$ cat src/rtl/result_capture.sv
// Captures one frame of signed samples into a BRAM write port and keeps min/max/sum stats.
// Writes land one cycle after their sample_tick; the block never backpressures and DONE ignores ticks.
module result_capture #(
    parameter int DATA_W = 9,
    parameter int DEPTH  = 80,
    parameter int ADDR_W = 8,
    parameter int SKIP   = 4,
    parameter int SUM_W  = 16
) (
    input  logic              CLK100MHZ,
    input  logic              reset,
    input  logic              start,
    input  logic              sample_tick,
    input  logic [DATA_W-1:0] sample_in,
    output logic              ena,
    output logic              wea,
    output logic [ADDR_W-1:0] addra,
    output logic [DATA_W-1:0] dina,
    output logic              busy,
    output logic              done,
    output logic [ADDR_W-1:0] count,
    output logic [DATA_W-1:0] peak_max,
    output logic [DATA_W-1:0] peak_min,
    output logic [SUM_W-1:0]  sum
);

    localparam int                SKIP_W    = (SKIP < 2) ? 1 : $clog2(SKIP);
    localparam logic [SKIP_W-1:0] SKIP_LAST = SKIP_W'((SKIP == 0) ? 0 : SKIP - 1);
    localparam logic [ADDR_W-1:0] LAST_ADDR = ADDR_W'(DEPTH - 1);
    localparam logic [DATA_W-1:0] MOST_NEG  = {1'b1, {(DATA_W-1){1'b0}}};
    localparam logic [DATA_W-1:0] MOST_POS  = {1'b0, {(DATA_W-1){1'b1}}};
    localparam int                EXT_W     = SUM_W - DATA_W;

    typedef enum logic [1:0] {
        S_IDLE,
        S_SETTLE,
        S_CAPTURE,
        S_DONE
    } state_t;

    state_t              r_state;
    state_t              w_next;
    logic                r_start_d;
    logic                r_start_low_seen;
    logic [SKIP_W-1:0]   r_skip_cnt;
    logic                r_ena;
    logic [ADDR_W-1:0]   r_addra;
    logic [DATA_W-1:0]   r_dina;
    logic [ADDR_W-1:0]   r_count;
    logic [DATA_W-1:0]   r_max;
    logic [DATA_W-1:0]   r_min;
    logic [SUM_W-1:0]    r_sum;

    logic                w_start_edge;
    logic                w_arm;
    logic                w_settle_exit;
    logic                w_cap;
    logic                w_last;
    logic [SUM_W-1:0]    w_sample_ext;

    // A start level present at reset release must be seen low once before it can fire.
    assign w_start_edge  = start && !r_start_d && r_start_low_seen;
    assign w_arm         = w_start_edge && ((r_state == S_IDLE) || (r_state == S_DONE));
    // The tick that completes the settle count is itself discarded.
    assign w_settle_exit = (SKIP == 0) || (sample_tick && (r_skip_cnt == SKIP_LAST));
    assign w_cap         = (r_state == S_CAPTURE) && sample_tick;
    assign w_last        = w_cap && (r_count == LAST_ADDR);
    assign w_sample_ext  = {{EXT_W{sample_in[DATA_W-1]}}, sample_in};

    always_ff @(posedge CLK100MHZ or posedge reset) begin
        if (reset) begin
            r_state <= S_IDLE;
        end else begin
            r_state <= w_next;
        end
    end

    always_comb begin
        w_next = r_state;
        case (r_state)
            S_IDLE:    if (w_start_edge)  w_next = S_SETTLE;
            S_SETTLE:  if (w_settle_exit) w_next = S_CAPTURE;
            S_CAPTURE: if (w_last)        w_next = S_DONE;
            S_DONE:    if (w_start_edge)  w_next = S_SETTLE;
            default:                      w_next = S_IDLE;
        endcase
    end

    always_ff @(posedge CLK100MHZ or posedge reset) begin
        if (reset) begin
            r_start_d        <= 1'b0;
            r_start_low_seen <= 1'b0;
        end else begin
            r_start_d <= start;
            if (!start) begin
                r_start_low_seen <= 1'b1;
            end
        end
    end

    always_ff @(posedge CLK100MHZ or posedge reset) begin
        if (reset) begin
            r_skip_cnt <= '0;
            r_ena      <= 1'b0;
            r_addra    <= '0;
            r_dina     <= '0;
            r_count    <= '0;
            r_sum      <= '0;
            r_max      <= MOST_NEG;
            r_min      <= MOST_POS;
        end else begin
            r_ena <= w_cap;
            if (w_arm) begin
                r_skip_cnt <= '0;
                r_addra    <= '0;
                r_count    <= '0;
                r_sum      <= '0;
                r_max      <= MOST_NEG;
                r_min      <= MOST_POS;
            end
            if ((r_state == S_SETTLE) && sample_tick) begin
                r_skip_cnt <= r_skip_cnt + 1'b1;
            end
            if (w_cap) begin
                r_addra <= r_count;
                r_dina  <= sample_in;
                r_count <= r_count + 1'b1;
                r_sum   <= r_sum + w_sample_ext;
                if ($signed(sample_in) > $signed(r_max)) begin
                    r_max <= sample_in;
                end
                if ($signed(sample_in) < $signed(r_min)) begin
                    r_min <= sample_in;
                end
            end
        end
    end

    assign ena      = r_ena;
    assign wea      = r_ena;
    assign addra    = r_addra;
    assign dina     = r_dina;
    assign count    = r_count;
    assign sum      = r_sum;
    assign peak_max = r_max;
    assign peak_min = r_min;
    assign busy     = (r_state == S_SETTLE) || (r_state == S_CAPTURE);
    assign done     = (r_state == S_DONE);

endmodule

$ cat config.mk
export PLATFORM = sky130hd
export DESIGN_NAME = result_capture
export DESIGN_NICKNAME = d
export VERILOG_FILES = /design/src/rtl/result_capture.sv
export SDC_FILE = /design/constraint.sdc
export NUM_CORES = 1
export LEC_CHECK = 0
export BUFFER_PORTS_ARGS = -buffer_cell sky130_fd_sc_hd__buf_2
export CAP_MARGIN = 20
export CORE_ASPECT_RATIO = 1.2
export CORE_MARGIN = 2
export CORE_UTILIZATION = 50
export DETAILED_ROUTE_END_ITERATION = 10
export PLACE_DENSITY = 0.76
export SETUP_SLACK_MARGIN = 0.5
export SLEW_MARGIN = 30
export SYNTH_ARGS = -nofsm -noshare
export SYNTH_HDL_FRONTEND = slang
export SYNTH_SLANG_ARGS = --single-unit
$ cat constraint.sdc
create_clock -name CLK100MHZ -period 2.33 [get_ports CLK100MHZ]
set_input_delay 0.466 -clock CLK100MHZ [delete_from_list [all_inputs] [get_ports CLK100MHZ]]
set_output_delay 0.466 -clock CLK100MHZ [all_outputs]
set_load 0.01 [all_outputs]
== Word level (Yosys, flattened, before mapping) ==
Cells that the tools add are included.

* $add $sub $neg: 3
* Multipliers: 0
* Div/mod/pow operators: 0
* $lt $le $gt $ge: 2
* Eq/ne operators: 8
* Shift-type cells: 0
* Mux-type cells: 17
* Bitwise logic cells: 0
* Reductions and logical operators: 15

{| class="wikitable"
|+ Operators with widths
! operator !! number
|-
| 9-bit two-way mux || 6
|-
| 16-bit two-way mux || 2
|-
| 8-bit two-way mux || 3
|-
| 16-bit adder || 1
|-
| 2-bit two-way mux || 5
|-
| 9-bit > comparator || 1
|-
| 9-bit < comparator || 1
|-
| 8-bit by 1-bit adder with 8-bit output (second input constant) || 1
|-
| 8-bit by 7-bit == test with 1-bit output (second input constant) || 1
|-
| 1-bit logical AND || 7
|-
| 2-bit == test (second input constant) || 3
|-
| 2-bit case mux with 3 select lines || 1
|-
| 2-bit inequality test (second input constant) || 2
|-
| 2-bit nonzero test || 2
|-
| 3-bit AND reduction || 1
|-
| 2-bit by 1-bit adder with 2-bit output (second input constant) || 1
|-
| 2-bit by 1-bit == test with 1-bit output (second input constant) || 1
|-
| 2-bit zero test || 1
|-
| 1-bit logical OR || 2
|-
| 2-bit by 1-bit inequality test with 1-bit output (second input constant) || 1
|-
| 2-bit OR reduction || 1
|-
| 1-bit zero test || 1
|}

* Register bits: 66
* Bits in latches: 0
* Bits in writable memories: 0
* Memory bits (read-only): 0
* Input bits: 13
* Output and inout bits: 63
* Memories kept: 0

== Logic depth before layout (Yosys ltp) ==
Gate-level depths: netlist of the first run.

* Word-level depth: 7
* Gate-level depth with buffers: 10

== Worst setup path after synthesis of the first run ==
OpenSTA, ideal clock, no wires.

* Path type: input-to-reg
* Start: in sample_in[0]
* End: reg r_sum[14], in the netlist sum[14]
* Setup time: 135 ps
* Arrival time: 2157 ps
* Data required time: 2195 ps
* Path slack: 39 ps
* Stages: 9
* Path buffers: 0
* Cell sequence: ha_1 -> fa_1 -> a21o_1 -> a21oi_1 -> o21ai_1 -> a31oi_1 -> o21ai_0 -> xnor2_1 -> o21ai_0

* Word-level cells in the longest chain between the ends: 2

{| class="wikitable"
|+ RTL lines
! item !! RTL line !! text
|-
| start: declaration || 14 || <nowiki>input logic [DATA_W-1:0] sample_in,</nowiki>
|-
| 16-bit adder || 128 || <nowiki>r_sum <= r_sum + w_sample_ext;</nowiki>
|-
| 16-bit two-way mux || 124 || <nowiki>if (w_cap) begin</nowiki>
|-
| end signal: assignment || 128 ||
|-
| end: declaration || 52 || <nowiki>logic [SUM_W-1:0] r_sum;</nowiki>
|}

Every way passes these cells.
A chain may end at the register's enable or synchronous reset.

== Worst setup path after layout of the first run ==
* Start: reg r_sum[0], in the netlist sum[0]
* End: reg r_sum[12], in the netlist sum[12]

* Word-level cells in the longest chain between the ends: 2

{| class="wikitable"
|+ RTL lines
! item !! RTL line
|-
| 16-bit adder || 128
|-
| 16-bit two-way mux || 124
|}

Every way passes these cells.

==> impl_metrics.csv, run 1 <==
group,metric,value,unit
run_status,status,"completed",
clock_network,cts_buffers,9,
global_route,grt_pass1_vias,3371,
clock_network,cts-htree-levels,3,
synthesis,synth_area_leaders,"dfrtp_1 (37%), ha_1 (12%), nand2_1 (6.5%), dfstp_2 (6.2%), o21ai_0 (5.5%)",
clock_network,postCtsHoldBufs,0,
die,design.core.area,7317,um2
synthesis,synth_top_area_share,37.38,%
sta,hold_viol,0,
layout,area_growth,34.39,%
synthesis,synthCells,415,
worst_setup_path,cp-end-kind,"flop",
sta,drv_slew,0,
sta,whs,191.4,ps
worst_setup_path,slowest_stage,"dfrtp_1",
worst_setup_path,cp_data_arrival_time,2380,ps
detailed_routing,firstDrtPassIters,6,
sta,min_period_over_period,91.97,%
worst_setup_path,r2r_end,"sum[12]",
synthesis,yosysTopAreaCell,"dfrtp_1",
global_route,grt_pass1_wl,16.28,mm
sta,fmax,466.6,MHz
clock_network,tritoncts,"yes",
synthesis,ys_seq_elements,66,
synthesis,synth_nets,467,
pwr,powerDensity,1186,nW/um2
worst_setup_path,required,2560,ps
detailed_routing,ant_nets,0,
clock_network,cts_root_buf,"clkbuf_8",
sta,setup_violations,0,
synthesis,synth-edff-count,0,
worst_setup_path,critPathMaxStageDelay,410,ps
detailed_routing,vias,3452,
die,pin_count,76,
global_route,grt_antenna_before_repair,0,
worst_hold_path,hold_class,"in -> async",
layout,fillers,573,
sta,skew,9.641,ps
global_route,grt.total_usage,24.43,%
sta,relSlewSlack,56.13,%
die,die_w,83.75,um
worst_setup_path,r2r_cells,9,
clock_network,worstSkewPairLatency,360,ps
layout,antennaDiodeCount,0,
worst_setup_path,path_cells,"ha_4, fa_2, a21o_1, a21oi_2, o21ai_2, a311oi_2, o31ai_1, xnor2_1, o21ai_1",
pwr,p_leak,2.670,nW
synthesis,synth_area,3816,um2
synthesis,synth_flop_cell,"dfrtp_1",
placement,portBuffers,75,
synthesis,yosys_warnings,0,
global_route,grt_overflow,0,
synthesis,synthArstFlopShare,100.0,%
clock_network,clock_path_buffers,2,
detailed_routing,drc_errors,0,
synthesis,yosysSeqAreaShare,43.57,%
synthesis,syn_avg_cell_area,9.196,um2
worst_setup_path,r2r-start,"sum[0]",
die,die_h,99.70,um
clock_network,clock_sinks,66,
detailed_routing,vias_per_cell,5.532,
placement,gp_congestion,0.9506,
job,drv_cap,0,
die,start_util,52.15,%
synthesis,synthTopCellsByCount,"nand2_1 (66), dfrtp_1 (57), o21ai_0 (42)",
sta,fin_crit,2143,ps
global_route,grt_max_degree,37,
layout,drive_above_1_share,37.27,%
worst_setup_path,start_kind,"flop",
detailed_routing,avgRoutedWirePerCell,15.78,um
die,rows,34,
die,dieArea,8350,um2
pwr,vdd_drop_max,0.6920,mV
placement,place_hpwl,6.805,mm
layout,layout.nets,581,
worst_setup_path,reg2reg_slack,190,ps
worst_setup_path,critPathMaxFanout,3,
detailed_routing,wl,9.848,mm
synthesis,synth_cell_type_count,44,
detailed_routing,first_iter_violations,166,
sta,worstMarginPinSlew,656.7,ps
sta,grt_setup_unrepaired,"yes",
sta,fin_setup_tns,0,ps
clock_network,clk_pin_slew,80,ps
worst_setup_path,crit_type,"reg -> reg",
synthesis,synth.most_common_cell,"nand2_1",
==> worst max path at each step <==
| stage | start | end | slack, ps | depth (start not counted) |
|---|---|---|---|---|
| after CTS | sum[0] | sum[14] | 250 | 9 |
| after detailed placement | sample_in[7] | peak_min[0] | 20 | 10 |
| after floorplan | sample_in[0] | sum[12] | 240 | 9 |
| after global placement | sample_in[0] | sum[12] | 40 | 10 |
| after global routing | sum[0] | sum[12] | 90 | 9 |
| final | sum[0] | sum[12] | 190 | 9 |
==> registers in the layout, summed over array words and instances, names as in the netlist <==
register,flops
addra,8
count,8
dina,9
ena,1
peak_max,9
peak_min,9
r_skip_cnt,2
r_start_d,1
r_start_low_seen,1
r_state,2
sum,16
==> per-stage QoR <==
step | setup WS [ps] | cell area (um2) | utilization (%) | total power (W) | cells
6_report | 187.0 | 5129 | 70.09 | 0.006083 | 624
5_1_grt | 87.63 | 5129 | 70.09 | 0.006504 | 624
4_1_cts | 250.8 | 5021 | 68.62 | 0.005902 | 617
3_5_place_dp | 20.65 | 4586 | 62.67 | 0.004453 | 582
3_3_place_gp | 41.27 | 4586 | 62.67 | 0.004345 | 582
2_1_floorplan | 243.8 | 4013 | - | 0.003553 | 415
==> what timing repair did <==
| action | CTS | global route |
|---|---|---|
| endpoints found under the setup margin | 29 | 31 |
| cloned | 1 | 0 |
| resized for setup | 17 | 12 |
| pin swaps | 19 | 9 |
| setup buffers | 18 | 7 |
==> layout by cell type, fill, tap and decap left out, types with 2 or more instances in the layout <==
cell type,n
nand2b_1,4
nand2_1,63
o21ai_2,4
a21oi_1,17
bufinv_16,2
inv_6,3
ha_1,23
mux2i_2,2
a21o_1,6
o21bai_1,2
nor2_1,14
o31ai_1,2
ha_4,15
nand3_1,29
nor2b_1,2
a21oi_2,7
dfstp_2,9
o21ai_0,32
inv_2,8
dfrtp_1,56
o22ai_1,2
o21ai_1,9
nand4_1,3
clkbuf_8,10
nand2_2,3
xnor2_1,8
buf_2,75
inv_1,27
xor2_1,8
o21a_1,2
mux2i_1,17
buf_4,41
==> metal layers <==
metal	wire length (um)	share of wire, %	global-route usage [%]
met1	4188	43	30.56
met5	0	0	0
met3	515	5.2	4.813
met2	4881	50	41.17
met4	263	2.7	10.79
==> report_power, final <==
part / leakage, nW / total, W / switching, W / internal [W]
registers: 0.842 / 0.00185 / 0.000291 / 0.00156
logic: 1.71 / 0.00309 / 0.00164 / 0.00145
clock network: 0.118 / 0.00115 / 0.000501 / 0.000645
total: 2.67 / 0.00608 / 0.00243 / 0.00365
==> critical path, delay by kind of cell (launching register included) <==
family,cells,cell delay (ps)
AOI/OAI and AO/OA,6,970
xor gates and xnor gates,1,140
adders and majority gates,2,510
DFF,1,410
==> cell families after synthesis <==
| family | Yosys count | share of synthesized area (%) |
|---|---|---|
| and+or+nand+nor | 127 | 14.79 |
| AOI/OAI and AO/OA | 95 | 14.52 |
| DFF | 66 | 43.57 |
| buffers and inverters | 52 | 5.246 |
| adders and majority gates | 39 | 12.98 |
| muxes | 19 | 4.984 |
| xor gates and xnor gates | 17 | 3.902 |
==> final cells by class <==
type                    count  area, um2  share of cell area, %
inverters                  37      145.1                  2.830
repair buffers            117      703.2                  13.71
clock buffers              10      137.6                  2.684
well taps                  90      112.6                  2.196
multi-input cells         298       2271                  44.28
clock inverters             6      95.09                  1.854
flip-flops and latches     66       1664                  32.45
(Power assumes the default switching activity.)
==> run 2, diff against run 1 <==
ABC_CLOCK_PERIOD_IN_PS = 2300   (was not set)
CORE_UTILIZATION = 55   (was 50)
PLACE_DENSITY = 0.8   (was 0.76)
SKIP_LAST_GASP = 1   (was not set)
clock period = 2.3 ns   (was 2.33 ns; I/O delays follow)
==> run 2 against run 1 <==
Net effect: combinational power about the same; clock-buffer cell count unchanged; critical endpoint unchanged; first-iteration DRC count decreased by 17%; register-to-register slack got worse by 80 ps; hold slack got worse by 46 ps; largest cell class unchanged; design area decreased by 0.90%; fmax decreased by 2.1%; highest routed layer unchanged; critical path depth unchanged.
==> impl_metrics.csv, run 2 (synthesis results as in run 1) <==
group,metric,value,unit
run_status,status,"completed",
worst_setup_path,start_kind,"flop",
pwr,finalPower,0.005913,W
sta,skew,10.91,ps
worst_setup_path,crit_type,"reg -> reg",
sta,min_period_over_period,95.21,%
layout,drive_above_1_share,37.34,%
clock_network,cts_root_buf,"clkbuf_8",
worst_setup_path,critPathMaxFanout,3,
worst_setup_path,r2r_end,"sum[12]",
detailed_routing,vias,3478,
clock_network,cts-htree-levels,3,
clock_network,clock_sinks,66,
detailed_routing,firstDrtPassIters,5,
die,pin_count,76,
layout,layout_commonest_cell,"buf_2",
die,die_w,80.04,um
global_route,grt_overflow,0,
sta,fmax,456.7,MHz
sta,fin_crit,2190,ps
detailed_routing,vias_per_cell,5.610,
worst_setup_path,cp-end-kind,"flop",
worst_setup_path,r2r-start,"sum[0]",
global_route,grt_max_degree,44,
detailed_routing,first_iter_violations,138,
clock_network,clk_pin_slew,80,ps
clock_network,clock_path_buffers,2,
worst_setup_path,slowest_stage,"dfrtp_1",
layout,largest_reg_flops,16,
placement,place_hpwl,6.794,mm
detailed_routing,ant_nets,0,
global_route,grt_pass1_wl,16.24,mm
global_route,grt.total_usage,27.58,%
pwr,vdd_drop_max,0.6117,mV
worst_setup_path,r2r_cells,9,
placement,place_worst_setup_slack,-49.47,ps
worst_hold_path,hold_class,"in -> async",
die,design.core.area,6771,um2
clock_network,cts_buffers,9,
sta,fin_setup_tns,0,ps
global_route,grt_pass1_vias,3448,
job,drv_cap,0,
sta,hold_viol,0,
placement,portBuffers,75,
sta,relSlewSlack,62.93,%
placement,gp_congestion,0.9701,
global_route,grt_antenna_before_repair,0,
layout,antennaDiodeCount,0,
clock_network,tritoncts,"yes",
worst_setup_path,reg2reg_slack,110,ps
pwr,powerDensity,1164,nW/um2
layout,layout.nets,580,
worst_setup_path,critical_path.top_delay_family,"compound AO/OA/AOI/OAI gates",
layout,final_cell_mix,"buf_2 (75), nand2_1 (64), dfrtp_1 (55), buf_4 (39), o21ai_0 (34)",
sta,drv_slew,0,
sta,grt_setup_unrepaired,"yes",
clock_network,worstSkewPairLatency,360,ps
die,rows,33,
sta,setup_violations,0,
sta,whs,145.9,ps
die,start_util,56.36,%
worst_setup_path,cp-endpoint,"sum[12]",
worst_setup_path,cp_num_buf_inv,0,
clock_network,postCtsHoldBufs,0,
die,die_h,95.25,um
worst_setup_path,path_cells,"ha_4, fa_2, a21o_1, a21oi_2, o21ai_2, a311oi_2, o31ai_2, xnor2_1, o21ai_1",
worst_setup_path,cp-startpoint,"sum[0]",
worst_setup_path,required,2540,ps
worst_setup_path,critPathMaxStageDelay,420,ps
pwr,p_leak,2.645,nW
detailed_routing,wl,10.05,mm
worst_setup_path,worstSetupPathDepth,9,
worst_setup_path,cp_data_arrival_time,2430,ps
die,dieArea,7623,um2
detailed_routing,drc_errors,0,
detailed_routing,avgRoutedWirePerCell,16.21,um
sta,setup_ws,110.1,ps
layout,area_growth,33.18,%
sta,worstMarginPinSlew,554.9,ps
-- run 2: worst min path at each step --
stage	to	slack, ps	depth (start not counted)
after floorplan	r_start_low_seen	440	1
after global placement	r_start_low_seen	450	1
after detailed placement	r_start_low_seen	460	1
after CTS	r_start_d	160	2
after global routing	r_state[1]	180	2
final	r_state[1]	150	2
-- run 2: area by class of cell --
class,instances,area (um2)
clock inverters,6,41.29
flip-flops and latches,66,1665
inverters,37,142.6
well taps,87,108.9
clock buffers,10,137.6
repair buffers,116,699.4
fillers,474,1689
multi-input cells,298,2287
-- run 2: metal layers --
layer / vias to the layer above / global-route usage, % / routed length (um)
met1: 1690 / 34.56 / 4256
met5: - / 0 / 0
met2: 114 / 45.76 / 5018
li1: 1651 / - / -
met3: 23 / 5.966 / 505
met4: 0 / 12.15 / 271
-- run 2: worst reg2reg max path, cell delays in order (launching register included) --
cell      delay [ps]
dfrtp_1          420
ha_4             180
fa_2             340
a21o_1           170
a21oi_2          160
o21ai_2          110
a311oi_2         330
o31ai_2          120
xnor2_1          160
o21ai_1           90
-- run 2: where the power goes --
group / internal, W / switching [W]
Clock: 0.000420 / 0.000490
Sequential: 0.00158 / 0.000309
Combinational: 0.00143 / 0.00168
Total: 0.00343 / 0.00248
-- run 2: timing repair --
item                       CTS  global route
pin swaps                   22            17
gates resized for setup     18            11
buffers inserted            17             3
gates cloned                 1             0
setup endpoints to repair   28            31
-- run 2: metrics by stage --
step / util [%] / area [um2] / std cells
2_1_floorplan: - / 4013 / 415
3_3_place_gp: 68.11 / 4612 / 583
3_5_place_dp: 68.11 / 4612 / 583
4_1_cts: 73.98 / 5010 / 617
5_1_grt: 75.06 / 5082 / 620
6_report: 75.06 / 5082 / 620
